$ cat config.mk
export PLATFORM = sky130hd
export DESIGN_NAME = unidade_controle_rodadas
export DESIGN_NICKNAME = d
export VERILOG_FILES = /design/src/rtl/unidade_controle_rodadas_pkg.sv /design/src/rtl/unidade_controle_rodadas_contador_timeout.sv /design/src/rtl/unidade_controle_rodadas.sv
export SDC_FILE = /design/constraint.sdc
export NUM_CORES = 1
export LEC_CHECK = 0
export CORE_AREA = 3 3 65 67
export CTS_CLUSTER_SIZE = 30
export DETAILED_ROUTE_END_ITERATION = 8
export DIE_AREA = 0 0 68 70
export GPL_ROUTABILITY_DRIVEN = 0
export GPL_TIMING_DRIVEN = 0
export PLACE_DENSITY = 0.6
export REMOVE_ABC_BUFFERS = 1
export SLEW_MARGIN = 30
export SYNTH_ARGS = -nofsm -noshare
export SYNTH_HDL_FRONTEND = slang
export SYNTH_HIERARCHICAL = 1
export SYNTH_SLANG_ARGS = --single-unit
$ cat constraint.sdc
create_clock -name clock -period 3.1 [get_ports clock]
set_input_delay 0.465 -clock clock [delete_from_list [all_inputs] [get_ports clock]]
set_output_delay 0.465 -clock clock [all_outputs]
set_load 0.01 [all_outputs]
$ cat src/rtl/unidade_controle_rodadas_pkg.sv
// unidade_controle_rodadas_pkg
// Shared definitions for the round controller of the memory game:
//   - 4-bit state codes, which are also what the db_estado hex display shows
//   - default inactivity budget (3 s at the 1 kHz board clock)
//   - packed bundle of the Moore outputs and the decode from a state code
package unidade_controle_rodadas_pkg;

  typedef logic [3:0] estado_t;

  localparam estado_t ST_INICIAL     = 4'h0;
  localparam estado_t ST_PREPARA     = 4'h1;
  localparam estado_t ST_NOVA_RODADA = 4'h2;
  localparam estado_t ST_ESPERA      = 4'h3;
  localparam estado_t ST_REGISTRA    = 4'h4;
  localparam estado_t ST_COMPARA     = 4'h5;
  localparam estado_t ST_PROX_JOGADA = 4'h6;
  localparam estado_t ST_PROX_RODADA = 4'h7;
  localparam estado_t ST_FIM_ACERTO  = 4'hA;
  localparam estado_t ST_FIM_TIMEOUT = 4'hD;
  localparam estado_t ST_FIM_ERRO    = 4'hE;

  localparam int TIMEOUT_CYCLES_DEFAULT = 3000;

  // Every control and status output of the FSM, in one packed word
  typedef struct packed {
    logic zeraE;
    logic contaE;
    logic zeraL;
    logic contaL;
    logic zeraR;
    logic registraR;
    logic pronto;
    logic acertou;
    logic errou;
    logic timeout;
  } saidas_t;

  // Moore decode: outputs depend on the state code alone; anything not
  // named for a state stays 0, including unused codes
  function automatic saidas_t decodifica_saidas(input estado_t estado);
    saidas_t s;
    s = '0;
    case (estado)
      ST_PREPARA: begin
        s.zeraE = 1'b1;
        s.zeraL = 1'b1;
        s.zeraR = 1'b1;
      end
      ST_NOVA_RODADA: s.zeraE     = 1'b1;
      ST_REGISTRA:    s.registraR = 1'b1;
      ST_PROX_JOGADA: s.contaE    = 1'b1;
      ST_PROX_RODADA: s.contaL    = 1'b1;
      ST_FIM_ACERTO: begin
        s.pronto  = 1'b1;
        s.acertou = 1'b1;
      end
      ST_FIM_ERRO: begin
        s.pronto = 1'b1;
        s.errou  = 1'b1;
      end
      ST_FIM_TIMEOUT: begin
        s.pronto  = 1'b1;
        s.timeout = 1'b1;
      end
      default: s = '0;
    endcase
    return s;
  endfunction

  // The three game-over states share the same restart behaviour
  function automatic logic estado_final(input estado_t estado);
    return (estado == ST_FIM_ACERTO) || (estado == ST_FIM_ERRO) ||
           (estado == ST_FIM_TIMEOUT);
  endfunction

endpackage

$ cat src/rtl/unidade_controle_rodadas_contador_timeout.sv
// contador_timeout
// Inactivity up-counter used while the controller waits for a move.
// Ports:
//   clock  - system clock, rising edge
//   reset  - asynchronous, active-low
//   zera   - synchronous clear (has priority over conta)
//   conta  - increment by one; saturates at LIMITE-1, never wraps
//   valor  - current count
//   fim    - terminal count, valor == LIMITE-1
module contador_timeout #(
  parameter int LIMITE = 3000,
  parameter int W      = $clog2(LIMITE)
) (
  input  logic         clock,
  input  logic         reset,
  input  logic         zera,
  input  logic         conta,
  output logic [W-1:0] valor,
  output logic         fim
);

  localparam logic [W-1:0] ULTIMO = W'(LIMITE - 1);

  logic [W-1:0] valor_q;
  logic [W-1:0] valor_d;

  // Clear wins over count; holding at the terminal value keeps the
  // counter from wrapping back into a fresh budget
  always_comb begin
    valor_d = valor_q;
    if (zera) begin
      valor_d = '0;
    end else if (conta && !fim) begin
      valor_d = valor_q + W'(1);
    end
  end

  always_ff @(posedge clock or negedge reset) begin
    if (!reset) begin
      valor_q <= '0;
    end else begin
      valor_q <= valor_d;
    end
  end

  assign fim   = (valor_q == ULTIMO);
  assign valor = valor_q;

endmodule

$ cat src/rtl/unidade_controle_rodadas.sv
// unidade_controle_rodadas
// Moore control unit for the round-based memory game. It sequences the
// play-address counter (E), the round-limit counter (L), the play register
// (R) and watches the comparator, ending the game on a hit of the last
// round, a miss, or a player who stays idle too long.
// Ports:
//   clock, reset            - system clock; asynchronous active-low reset
//   iniciar                 - start/restart request (level)
//   jogada                  - one-cycle pulse: a new key press is available
//   igual                   - comparator: play == memory word
//   fim_endereco            - play address reached the current round limit
//   fim_limite              - round limit reached the last round
//   zeraE/contaE            - clear / increment play-address counter
//   zeraL/contaL            - clear / increment round-limit counter
//   zeraR/registraR         - clear / load play register
//   pronto/acertou/errou/timeout - game-over status
//   db_estado               - current state code for the hex display
//   db_timer                - current inactivity timer value
module unidade_controle_rodadas
  import unidade_controle_rodadas_pkg::*;
#(
  parameter int TIMEOUT_CYCLES = TIMEOUT_CYCLES_DEFAULT,
  parameter int TMR_W          = $clog2(TIMEOUT_CYCLES)
) (
  input  logic             clock,
  input  logic             reset,
  input  logic             iniciar,
  input  logic             jogada,
  input  logic             igual,
  input  logic             fim_endereco,
  input  logic             fim_limite,
  output logic             zeraE,
  output logic             contaE,
  output logic             zeraL,
  output logic             contaL,
  output logic             zeraR,
  output logic             registraR,
  output logic             pronto,
  output logic             acertou,
  output logic             errou,
  output logic             timeout,
  output logic [3:0]       db_estado,
  output logic [TMR_W-1:0] db_timer
);

  estado_t    estado_q;
  estado_t    estado_d;
  saidas_t    saidas;
  logic       timer_zera;
  logic       timer_conta;
  logic       timer_fim;

  // The timer only runs while we stay in ESPERA; every entry into ESPERA
  // and every other state sees it cleared, so each move gets a full budget
  assign timer_conta = (estado_q == ST_ESPERA) && (estado_d == ST_ESPERA);
  assign timer_zera  = !timer_conta;

  contador_timeout #(
    .LIMITE (TIMEOUT_CYCLES),
    .W      (TMR_W)
  ) u_contador_timeout (
    .clock (clock),
    .reset (reset),
    .zera  (timer_zera),
    .conta (timer_conta),
    .valor (db_timer),
    .fim   (timer_fim)
  );

  always_ff @(posedge clock or negedge reset) begin
    if (!reset) begin
      estado_q <= ST_INICIAL;
    end else begin
      estado_q <= estado_d;
    end
  end

  // Next-state logic. A move in the same cycle as the terminal count is
  // taken as a move, not a timeout
  always_comb begin
    estado_d = estado_q;
    case (estado_q)
      ST_INICIAL: begin
        if (iniciar) estado_d = ST_PREPARA;
      end
      ST_PREPARA:     estado_d = ST_NOVA_RODADA;
      ST_NOVA_RODADA: estado_d = ST_ESPERA;
      ST_ESPERA: begin
        if (jogada) begin
          estado_d = ST_REGISTRA;
        end else if (timer_fim) begin
          estado_d = ST_FIM_TIMEOUT;
        end
      end
      ST_REGISTRA: estado_d = ST_COMPARA;
      ST_COMPARA: begin
        if (!igual) begin
          estado_d = ST_FIM_ERRO;
        end else if (!fim_endereco) begin
          estado_d = ST_PROX_JOGADA;
        end else if (!fim_limite) begin
          estado_d = ST_PROX_RODADA;
        end else begin
          estado_d = ST_FIM_ACERTO;
        end
      end
      ST_PROX_JOGADA: estado_d = ST_ESPERA;
      ST_PROX_RODADA: estado_d = ST_NOVA_RODADA;
      ST_FIM_ACERTO, ST_FIM_ERRO, ST_FIM_TIMEOUT: begin
        if (iniciar) estado_d = ST_PREPARA;
      end
      default: estado_d = ST_INICIAL;
    endcase
  end

  assign saidas    = decodifica_saidas(estado_q);
  assign zeraE     = saidas.zeraE;
  assign contaE    = saidas.contaE;
  assign zeraL     = saidas.zeraL;
  assign contaL    = saidas.contaL;
  assign zeraR     = saidas.zeraR;
  assign registraR = saidas.registraR;
  assign pronto    = saidas.pronto;
  assign acertou   = saidas.acertou;
  assign errou     = saidas.errou;
  assign timeout   = saidas.timeout;
  assign db_estado = estado_q;

endmodule

==> results of run 1 <==
==> path summary, 6_finish.rpt <==
check,end,start,depth (start not counted)
max,u_contador_timeout/valor[11],u_contador_timeout/valor[0],9
min in group asynchronous,u_contador_timeout/valor[5],reset,1
max in group asynchronous,db_estado[0],reset,1
max reg2reg,u_contador_timeout/valor[11],u_contador_timeout/valor[0],9
min reg2reg,u_contador_timeout/valor[7],u_contador_timeout/valor[7],2
min,u_contador_timeout/valor[7],u_contador_timeout/valor[7],2
==> metal layers <==
| layer | GRT usage, % | routed length [um] |
|---|---|---|
| met1 | 14.76 | 1306 |
| met2 | 21.95 | 1372 |
| met3 | 3.376 | 171 |
| met4 | 5.077 | 41 |
| met5 | 0 | 0 |
==> cells in the mapped netlist (all sizes together) (2+ instances only) <==
master | instances | area [um2]
dfrtp | 16 | 400.4
mux2 | 2 | 22.52
a21oi | 7 | 35.03
or3 | 3 | 18.77
o21ai | 6 | 30.02
nor3 | 4 | 20.02
o22ai | 2 | 12.51
inv | 5 | 18.76
ha | 2 | 25.02
buf | 7 | 42.54
nand2b | 5 | 31.28
nor2b | 3 | 18.77
nand3b | 3 | 22.52
a221o | 2 | 20.02
nand4 | 3 | 25.02
nand3 | 3 | 15.01
nor3b | 2 | 15.01
nor2 | 10 | 37.54
or4 | 6 | 46.30
nor4 | 2 | 12.51
nand2 | 9 | 33.78
o31ai | 4 | 30.03
==> cell families after synthesis <==
group / Yosys count
buffers and inverters: 13
muxes: 3
adders and majority gates: 2
DFF: 16
AOI/OAI and AO/OA: 29
xor gates and xnor gates: 2
and+or+nand+nor: 59
==> flip-flops by register name, summed over array words and instances (netlist names) <==
name,count
u_contador_timeout/valor,12
db_estado,4
==> cells in the final DEF, fill, tap and decap left out, types with 2 or more instances in the layout <==
cell / n
nand4_1: 2
ha_1: 2
nor2b_1: 3
nand3_1: 3
nor2_1: 10
inv_1: 4
mux2_2: 2
or3_1: 3
nand2b_1: 5
o22ai_1: 2
o21ai_0: 5
nor4_1: 2
a221o_1: 2
o31ai_1: 4
or4_1: 5
nand2_1: 8
a21oi_1: 7
nand3b_1: 3
clkdlybuf4s50_1: 32
nor3_1: 4
clkbuf_8: 4
dfrtp_1: 16
nor3b_1: 2
==> worst max-delay path: cells and delay by family (launching register included) <==
family / cells / cell delay (ns)
adders and majority gates: 1 / 0.25
buffers and inverters: 1 / 0.23
DFF: 1 / 0.44
muxes: 1 / 0.37
and+or+nand+nor: 6 / 1.41
==> metrics by stage <==
step	hold WS (ns)	cell area (um2)	cells
floorplan	0.1694	1046	116
finish	0.6117	1484	200
global route	0.6505	1484	200
global placement	0.5913	1426	196
detailed placement	0.6069	1426	196
CTS	0.6170	1481	200
==> final cells by class <==
type | instances | area, um2
clock buffer | 4 | 55.05
fill | 380 | 2205
inverter | 5 | 18.77
multi-input combinational | 95 | 629.4
sequential | 16 | 400.4
tap | 48 | 60.06
timing repair buffer | 32 | 320.3
==> power groups by stage <==
stage / logic [W] / clock network, W / registers, W
2_1_floorplan: 0.000186 / 0 / 0.000303
3_3_place_gp: 0.000342 / 0 / 0.000313
3_5_place_dp: 0.000343 / 0 / 0.000318
4_1_cts: 0.000346 / 0.000194 / 0.000314
5_1_grt: 0.000376 / 0.000204 / 0.000324
6_report: 0.000347 / 0.000188 / 0.000314
==> impl_metrics.toml, run 1 <==
[pwr]
irDropWorstVdd_mv = 0.3822
finalPower_w = 0.0008486
power_frac_seq_pct = 37.0
sw_frac_of_total_pct = 36.97
internal-power_w = 0.0005349
power_frac_clock_pct = 22.1
cellPowerDensity_nw_per_um2 = 571.9
switchingPower_w = 0.0003138
p_leak_nw = 0.5422
comb_power_share_pct = 40.9

[detailed_routing]
via_per_inst = 5.525
drc_errors = 0
routed_wirelength_um = 2891
num_vias = 1105
drt-initial-drc-count = 66
wire_per_inst_um = 14.46
detail-route-antenna-nets = 0
drt-pass1-iter-count = 4

[floorplan]
dieArea_um2 = 4760
start_util_pct = 29.61
core_area_um2 = 3689
die_h_um = 70
die_x_um = 68
io_pins = 33
fp-row-count = 22

[final_layout]
drive_gt1_share_pct = 7.237
utilization_pct = 40.23
area_delta_synth_final_pct = 35.85
num_antenna_cells = 0
nets = 162

[timing]
fin_crit_ns = 2.830
final.setup.tns_ns = 0
worst_pin_slew_ns = 0.7476
rsz0062_at_grt = "false"
fin_skew_ns = 0.001193
worst_slew_margin_rel_pct = 50.00
slew_viol_final = 0
fmax_mhz = 353.4
final-hold-violation-count = 0
worst_slack_ns = 0.2704
finalSetupViolations = 0
finalCritPeriodShare_pct = 91.28

[global_routing]
grt_max_degree = 19
track_usage_pct = 12.85
grt_antenna_before_repair = 0
grt_pass1_wl_um = 4871
grt_remaining_overflow = 0
grt_pass1_vias = 1144

[clock_network]
clockBufferDepth = 2
clk_latency_ns = 0.25
cts_resized = 0
cts_setup_buffers = 0
root_buffer = "clkbuf_8"
htree_num_levels = 1
cts_buffers = 3
clk_pin_slew_worst_paths_ns = 0.06
cts.sinks = 16
cts_tree = "done"
postCtsHoldBufs = 0

[critical_path]
crit_arrival_ns = 2.97
crit_path_cell_trace = "ha_1 > nand4_1 > nor3_1 > nor2_1 > nand2_2 > inv_2 > nand4_2 > nor4_1 > mux2_2"
endpoint_kind = "register"
r2r_setup_slack_ns = 0.27
critPathLaunchType = "register"
crit_path_max_fanout = 18
crit_slowest_cell = "dfrtp_1"
crit_required_ns = 3.24
slowest_delay_ns = 0.44
timing_worst_setup_path_type = "register to register"

[synth]
netlist_area_um2 = 1092
ys_ff_latch = 16
synth_compound_area_share_pct = 18.10
ys_warn_count = 6
avgSynthCellArea_um2 = 8.809
synth_top_family_by_area = "simple AND/OR/NAND/NOR gates"
synthMuxAreaShare_pct = 2.978
synth-main-ff-cell = "dfrtp_1"
ys_types = 45
synth_xor_area_share_pct = 1.604
synth-simple-area-share_pct = 32.42
syn_inst = 124
ys_async_sr_fraction_pct = 100.0
synth_edf_count = 0
synth_fa_ha_area_share_pct = 2.291
ys_seq_area_share_pct = 36.66

[placed_design]
port_buffers = 32
dp_hpwl_um = 2019
pre_cts_ws_ns = 0.1351

[run_status]
status = "finished, final reports clean"

[job]
cap_violations = 0

[min_path]
hp-class = "register to register"
No activity file was read; power rests on OpenSTA's default activity.
==> run 2, diff against run 1 <==
CTS_CLUSTER_SIZE = not set   (was 30)
==> results of run 2 <==
No change in the layout: final DEF, timing and power equal those of run 1.
